$ cat src/rtl/bmp_pixel_reader.sv
// Parses a 24-bpp BMP header from a byte RAM, validates it, then streams the
// pixel bytes (row padding removed) over a valid/ready interface.
module bmp_pixel_reader #(
  parameter int ADDR_WIDTH = 16,
  parameter int BYTE_WIDTH = 8,
  parameter int TOTAL_SIZE = 1024
) (
  input  logic                  clk,
  input  logic                  rst_n,
  input  logic                  start,
  output logic                  RAM_ren,
  output logic                  RAM_wen,
  output logic [ADDR_WIDTH-1:0] RAM_addr,
  input  logic [BYTE_WIDTH-1:0] RAM_out,
  output logic                  pix_valid,
  input  logic                  pix_ready,
  output logic [BYTE_WIDTH-1:0] pix_data,
  output logic                  pix_last,
  output logic [15:0]           img_width,
  output logic [15:0]           img_height,
  output logic                  busy,
  output logic                  done,
  output logic                  error,
  output logic [2:0]            state_dbg
);

  // Pixel handshake: a byte moves on any rising edge where pix_valid and
  // pix_ready are both high; while pix_ready is low, RAM_addr and pix_data hold.

  typedef enum logic [2:0] {
    IDLE  = 3'd0,
    HDR   = 3'd1,
    CHECK = 3'd2,
    PIX   = 3'd3,
    DONE  = 3'd4,
    ERR   = 3'd5
  } state_t;

  state_t      state;
  logic [15:0] sig;
  logic [31:0] offset;
  logic [31:0] width;
  logic [31:0] height;
  logic [15:0] bpp;
  logic [17:0] row_len;
  logic [1:0]  pad;
  logic [17:0] col_cnt;
  logic [15:0] row_cnt;

  logic [63:0] w3;
  logic [63:0] row_bytes;
  logic [63:0] need;
  logic        hdr_bad;
  logic        row_end;
  logic        last_byte;

  // Wide arithmetic so offset + row_bytes*height can never wrap.
  always_comb begin
    w3        = {48'd0, width[15:0]} * 64'd3;
    row_bytes = (w3 + 64'd3) & ~64'd3;
    need      = {32'd0, offset} + row_bytes * {48'd0, height[15:0]};
    hdr_bad   = (sig != 16'h4D42) || (bpp != 16'd24) ||
                (width[15:0] == 16'd0) || (height[15:0] == 16'd0) ||
                (width[31:16] != 16'd0) || (height[31:16] != 16'd0) ||
                (offset < 32'd54) || (need > 64'(TOTAL_SIZE));
  end

  assign row_end   = (col_cnt == row_len - 18'd1);
  assign last_byte = row_end && (row_cnt == img_height - 16'd1);

  assign RAM_ren   = (state == HDR) || (state == PIX);
  assign RAM_wen   = 1'b0;
  assign pix_valid = (state == PIX);
  assign pix_data  = pix_valid ? RAM_out : '0;
  assign pix_last  = pix_valid && last_byte;
  assign busy      = (state != IDLE);
  assign done      = (state == DONE);
  assign error     = (state == ERR);
  assign state_dbg = state;

  always_ff @(posedge clk or negedge rst_n) begin
    if (!rst_n) begin
      state      <= IDLE;
      RAM_addr   <= '0;
      sig        <= '0;
      offset     <= '0;
      width      <= '0;
      height     <= '0;
      bpp        <= '0;
      row_len    <= '0;
      pad        <= '0;
      col_cnt    <= '0;
      row_cnt    <= '0;
      img_width  <= '0;
      img_height <= '0;
    end else begin
      case (state)
        IDLE: begin
          if (start) begin
            state    <= HDR;
            RAM_addr <= '0;
          end
        end
        HDR: begin
          case (RAM_addr[5:0])
            6'd0:  sig[7:0]      <= RAM_out[7:0];
            6'd1:  sig[15:8]     <= RAM_out[7:0];
            6'd10: offset[7:0]   <= RAM_out[7:0];
            6'd11: offset[15:8]  <= RAM_out[7:0];
            6'd12: offset[23:16] <= RAM_out[7:0];
            6'd13: offset[31:24] <= RAM_out[7:0];
            6'd18: width[7:0]    <= RAM_out[7:0];
            6'd19: width[15:8]   <= RAM_out[7:0];
            6'd20: width[23:16]  <= RAM_out[7:0];
            6'd21: width[31:24]  <= RAM_out[7:0];
            6'd22: height[7:0]   <= RAM_out[7:0];
            6'd23: height[15:8]  <= RAM_out[7:0];
            6'd24: height[23:16] <= RAM_out[7:0];
            6'd25: height[31:24] <= RAM_out[7:0];
            6'd28: bpp[7:0]      <= RAM_out[7:0];
            6'd29: bpp[15:8]     <= RAM_out[7:0];
            default: ;
          endcase
          if (RAM_addr == ADDR_WIDTH'(53)) begin
            RAM_addr <= '0;
            state    <= CHECK;
          end else begin
            RAM_addr <= RAM_addr + ADDR_WIDTH'(1);
          end
        end
        CHECK: begin
          img_width  <= width[15:0];
          img_height <= height[15:0];
          row_len    <= w3[17:0];
          pad        <= row_bytes[1:0] - w3[1:0];
          col_cnt    <= '0;
          row_cnt    <= '0;
          if (hdr_bad) begin
            state <= ERR;
          end else begin
            state    <= PIX;
            RAM_addr <= offset[ADDR_WIDTH-1:0];
          end
        end
        PIX: begin
          if (pix_ready) begin
            if (last_byte) begin
              state    <= DONE;
              RAM_addr <= '0;
              col_cnt  <= '0;
              row_cnt  <= '0;
            end else if (row_end) begin
              // Jump over the row's padding straight to the next row start.
              col_cnt  <= '0;
              row_cnt  <= row_cnt + 16'd1;
              RAM_addr <= RAM_addr + ADDR_WIDTH'(1) + ADDR_WIDTH'(pad);
            end else begin
              col_cnt  <= col_cnt + 18'd1;
              RAM_addr <= RAM_addr + ADDR_WIDTH'(1);
            end
          end
        end
        DONE:    state <= IDLE;
        ERR:     state <= IDLE;
        default: state <= IDLE;
      endcase
    end
  end

endmodule

$ cat config.mk
export PLATFORM = sky130hd
export DESIGN_NAME = bmp_pixel_reader
export DESIGN_NICKNAME = d
export VERILOG_FILES = /design/src/rtl/bmp_pixel_reader.sv
export SDC_FILE = /design/constraint.sdc
export NUM_CORES = 1
export LEC_CHECK = 0
export BUFFER_PORTS_ARGS = -buffer_cell sky130_fd_sc_hd__buf_2
export CORE_ASPECT_RATIO = 1.2
export CORE_MARGIN = 4
export CORE_UTILIZATION = 50
export CTS_BUF_LIST = sky130_fd_sc_hd__clkbuf_4 sky130_fd_sc_hd__clkbuf_8 sky130_fd_sc_hd__clkbuf_16
export DETAILED_ROUTE_END_ITERATION = 12
export GPL_TIMING_DRIVEN = 0
export PLACE_DENSITY = 0.75
export SLEW_MARGIN = 20
export SYNTH_ARGS = -nofsm -noshare
export SYNTH_HDL_FRONTEND = slang
export SYNTH_SLANG_ARGS = --single-unit
$ cat constraint.sdc
create_clock -name clk -period 14.4 [get_ports clk]
set_input_delay 2.88 -clock clk [delete_from_list [all_inputs] [get_ports clk]]
set_output_delay 2.88 -clock clk [all_outputs]
set_load 0.1 [all_outputs]
; ---- Word-level counts from Yosys, hierarchy flattened
; Cells that the tools add are included.
[totals]
output_inout_bits = 66
ff_bits = 233
word_cells = 129
inputBits = 12
[classes]
add_sub_neg = 9
n_eq_ne = 31
multipliers = 2
muxes = 22
reduce_logical = 39
n_lt_le_gt_ge = 2
[ops]
columns = operator, n
row1 = $mux 16, 9
row2 = $pmux 16 s4, 1
row3 = $eq 6x5->1 const B, 10
row4 = $mux 18, 3
row5 = $add 32x35->36, 1
row6 = $gt 36x11->1 const B, 1
row7 = $pmux 18 s2, 1
row8 = $reduce_and 2->1, 17
row9 = $mul 17x16->33, 1
row10 = $add 16x1->16 const B, 2
row11 = $logic_not 16->1, 2
row12 = $lt 32x6->1 const B, 1
row13 = $pmux 16 s2, 1
row14 = $reduce_bool 16->1, 2
row15 = $eq 6x4->1 const B, 4
row16 = $add 18x2->19 const B, 1
row17 = $add 18x1->18 const B, 1
row18 = $eq 18x18->1, 1
row19 = $mul 16x2->18 const B, 1
row20 = $sub 18x1->18 const B, 1
row21 = $add 16x2->16, 1
row22 = $eq 16x16->1, 1
row23 = $eq 16x6->1 const B, 1
row24 = $ne 16x15->1 const B, 1
row25 = 22 further kinds, 40

; ---- Logic depth before layout (Yosys ltp)
[depth]
depth_word = 10
mapped_depth = 50

; ---- Worst setup path after synthesis
; No wires, ideal clock.
[synth_timing]
path_type = register -> register
from = register width[0]
to = register RAM_addr[4]
path_slack_ps = 3266
path_buffers = 2
path_stages_with_launch = 45
t_arrival_ps = 11009
required_time_ps = 14275
path_cell_list = dfrtp_1 ha_1 inv_1 fa_1 o21bai_1 or3_1 nor4b_1 nand2_1 nor4_1 nand3_1 xnor2_1 clkbuf_1 nand2_1 fa_1 fa_1 inv_1 fa_1 fa_1 [9 not listed] a31oi_1 o21bai_1 and2_1 o21ai_0 nand2b_1 a21oi_1 xnor2_1 ha_1 o221ai_1 or3_1 or4_1 nor4_1 nand3_1 nor4_1 a21oi_1 nor2_1 buf_2 mux2_2
[synth_via]
elab_chain_len = 9
word_cells_on_any_way = 14
classes_between = add/sub: 2 / mul: 2 / order compare: 1 / eq/ne: 1 / reduce/logical: 8
[synth_lines]
columns = element, line_no
row1 = "start, declared", 42  ; logic [31:0] width;
row2 = "start signal, assigned", 112  ; 6'd18: width[7:0] <= RAM_out[7:0];
row3 = "parallel branches: the longest is 6 deep, another holds $add 32x35->36", -
row4 = $logic_or 1x1->1 *, 65  ; (offset < 32'd54) || (need > 64'(TOTAL_SIZE));
row5 = $ne 2x2->1 (no line) *, -
row6 = $reduce_and 4->1 (no line) *, -
row7 = "end signal, assigned", 128  ; RAM_addr <= RAM_addr + ADDR_WIDTH'(1);
row8 = "end signal, assigned", 142  ; RAM_addr <= offset[ADDR_WIDTH-1:0];
row9 = "end signal, assigned", 156  ; RAM_addr <= RAM_addr + ADDR_WIDTH'(1) + ADDR_WIDTH'(pad);
row10 = "end, declared", 13  ; output logic [ADDR_WIDTH-1:0] RAM_addr,
; Every way passes the cells marked *.
; A chain may end at the register's enable or synchronous reset.

; ---- Worst setup path in the final report
[layout_timing]
from = register width[0]
to = register RAM_addr[13]
; Same word-level chain as after synthesis.

==> metrics.csv <==
metric,value,unit
outcome,completed,
largest net degree at the start of global routing,101,
I/O pin total,78,
crit-path max FO,10,
I/O Buffers,76,
worst-margin pin slew,1086,ps
GR Util All Layers,0.2614,
Synth top area share,0.2427,
first-pass GRT wire length,108900,um
Mapped Area,0.02382,mm^2
Tcrit/Tclk final,0.9523,
Worst path max stage delay,860,ps
min Tclk post-route,13710,ps
Synth area leader,dfrtp_1,
Cells after Synth,2628,
Sequential cell area,0.005781,mm^2
DR vias,19740,
Synth area leaders,"dfrtp_1 24%, fa_1 18%, ha_1 9.0%, mux2_2 6.2%, nand2_1 5.5%",
Initial DRT Pass Iterations,6,
arrival time at the worst endpoint,14160,ps
vias in the first global route,20420,
Synth Area in Adders,0.2677,
Post-CTS Hold Fix Bufs,0,
Crit Path Class,reg2reg,
RD Place Congestion,0.9779,
layout cells sized above 1,0.1142,
Post-Synth Simple-Gate Area,0.1875,
total gr overflow,0,
reg2reg setup slack,690,ps
DRT Wirelength,67160,um
"Primary FF master, synth",dfrtp_1,
worst rel slew slack,0.2711,
"Top cell by count, worst path",fa_1,
wire per inst,19.86,um
Hold Crit Endpoint,img_width[7],
post-synthesis mux area share,0.06681,
"Hold Vio Cnt, Final",0,
cts bufs inserted,27,
R2R depth,47,
Fmax,72.92,MHz
worst skew pair latency,560,ps
die height,247.1,um
# fillers,4191,
NumNets Final,3133,
Setup WS pre-CTS,454.6,ps
Hold WC Path Type,reg2reg,
number of synthesized flops with an enable pin,0,
hold_sp,img_width[7],
Post-route DRC,0,
H-tree Lvls,1,
worst r2r src,width[0],
Starting Density,0.5066,
Syn Area/Cell,9.065,um^2
slowest CP cell,o311ai_0,
DIE AREA,0.05121,mm^2
Worst Hold Depth,2,
Max Cap Viol,0,
Core Region,0.04703,mm^2
setup TNS,0,ps
Vias per Instance,5.839,
initial detailed-routing violation count,1560,
Area Growth Syn to Fin,9.402,%
Worst-path clk slew,60,ps
RSZ-0062 raised after global routing,false,
syn nets,3023,
Clock Path Buffers,3,
final non-filler cell total,3381,
post-route setup slack,686.3,ps
compound-gate portion of the synthesized area,0.1128,
"Req. time, crit path",14850,ps
Yosys warnings,0,
Cell variety after synth,90,
Clock Sinks,231,
largest family of logic cells by synthesized area,adder cells,
Post-Synth XOR/XNOR Area,0.05405,
CTS tree,done,
Commonest cells post-synth,"349 x nand2_1, 297 x inv_1, 231 x dfrtp_1",
Final Skew,19.26,ps
most frequent cell after synthesis,nand2_1,
area occupied by multi-input gates,0.01649,mm^2
number of antenna violations at the first check in global routing,0,
WHS,478.7,ps
post-synthesis register bit count,231,
# diodes,0,
FF-to-FF End,RAM_addr[13],
asr flop ratio synth,1.000,
CP Capture Type,flip-flop,
"Slew Viols, Final",0,
DP Wirelength,53150,um
Die Width,207.3,um
startpoint types,flip-flop,
sequential area share after synthesis,0.2427,
# setup viols final,0,
# rows,87,
root buffer cell,clkbuf_16,
antenna-violating nets left,0,
placed insts,3332,
how the worst max path moves through the flow:
stage | end | slack [ps] | depth (start not counted) | startpoint
global placement | RAM_addr[13] | 450 | 44 | width[0]
global route | RAM_addr[13] | 20 | 48 | width[0]
detailed placement | RAM_addr[13] | 450 | 45 | width[0]
CTS | RAM_addr[13] | 440 | 45 | width[0]
finish | RAM_addr[13] | 690 | 47 | width[0]
floorplan | RAM_addr[4] | 3270 | 44 | width[0]
worst max-delay path: cells and delay by family, from the launching register on:
family	cells	cell delay [ps]
adder cells (fa/ha/maj)	10	4430
flip-flops	1	480
AND/OR/NAND/NOR	14	3160
buffers and inverters	6	1260
XOR/XNOR	2	680
AO/OA/AOI/OAI	15	3570
metal layers:
metal	GRT usage	up-vias	routed length, um
met5	0	-	0
met4	0.1045	0	3082
met3	0.02538	189	3707
met2	0.4669	714	33630
met1	0.3276	9778	26740
li1	-	9060	-
final cells by class:
cell class	count	area share
multi-input combinational	1972	0.6326
timing repair buffer	81	0.01786
tap	623	0.02991
clock inverter	13	0.005569
inverter	297	0.04278
clock buffer	36	0.02972
buffer	128	0.01978
sequential	231	0.2218
sequential cells by signal, summed over array words and instances (netlist names):
signal and cells:
sig 16, img_width 16, pad 1, state_dbg 3
row_cnt 16, col_cnt 18, img_height 16, bpp 16
width 32, offset 32, RAM_addr 16, height 32
row_len 17
placed cells by master (no fill, tap or decap), types with 8 or more instances in the layout:
master / instances
nand2_1: 349
inv_1: 297
dfrtp_1: 231
fa_1: 211
ha_1: 172
o21ai_0: 140
and2_1: 137
mux2_2: 132
clkbuf_1: 108
nor2_1: 101
xnor2_1: 80
buf_2: 80
a21oi_1: 79
xor2_1: 62
nand3_1: 51
nor3_1: 36
nor4_1: 33
nand4_1: 31
and3_1: 28
nand2b_1: 27
o211ai_1: 27
clkbuf_16: 27
a21o_1: 24
o21a_1: 18
or3_1: 13
nor2b_1: 13
a211oi_1: 13
a31oi_1: 13
o31ai_1: 11
buf_1: 10
a22oi_1: 10
mux2i_1: 9
o21bai_1: 8
metrics by stage:
| step | area [um^2] | util |
|---|---|---|
| floorplan | 23820 | - |
| global placement | 24980 | 0.5312 |
| detailed placement | 25090 | 0.5336 |
| CTS | 26010 | 0.5531 |
| global route | 26060 | 0.5542 |
| finish | 26060 | 0.5542 |
what timing repair did:
item	in CTS	in global routing
endpoints found under the hold margin	0	0
setup buffers	0	0
resized for setup	0	7
setup endpoints to repair	0	16
kinds of logic (layout without fill, tap and decap cells):
kind of cell | Yosys count | count (layout)
DFF | 231 | 231
other | 1 | 1
AOI/OAI and AO/OA | 418 | 418
adders and majority gates | 383 | 383
muxes | 142 | 142
and+or+nand+nor | 881 | 881
xor gates and xnor gates | 147 | 147
buffers and inverters | 425 | 555
Power is left out: the tool's default activity adds up to more than one toggle a clock period on the data nets, which glitch-free logic cannot reach.
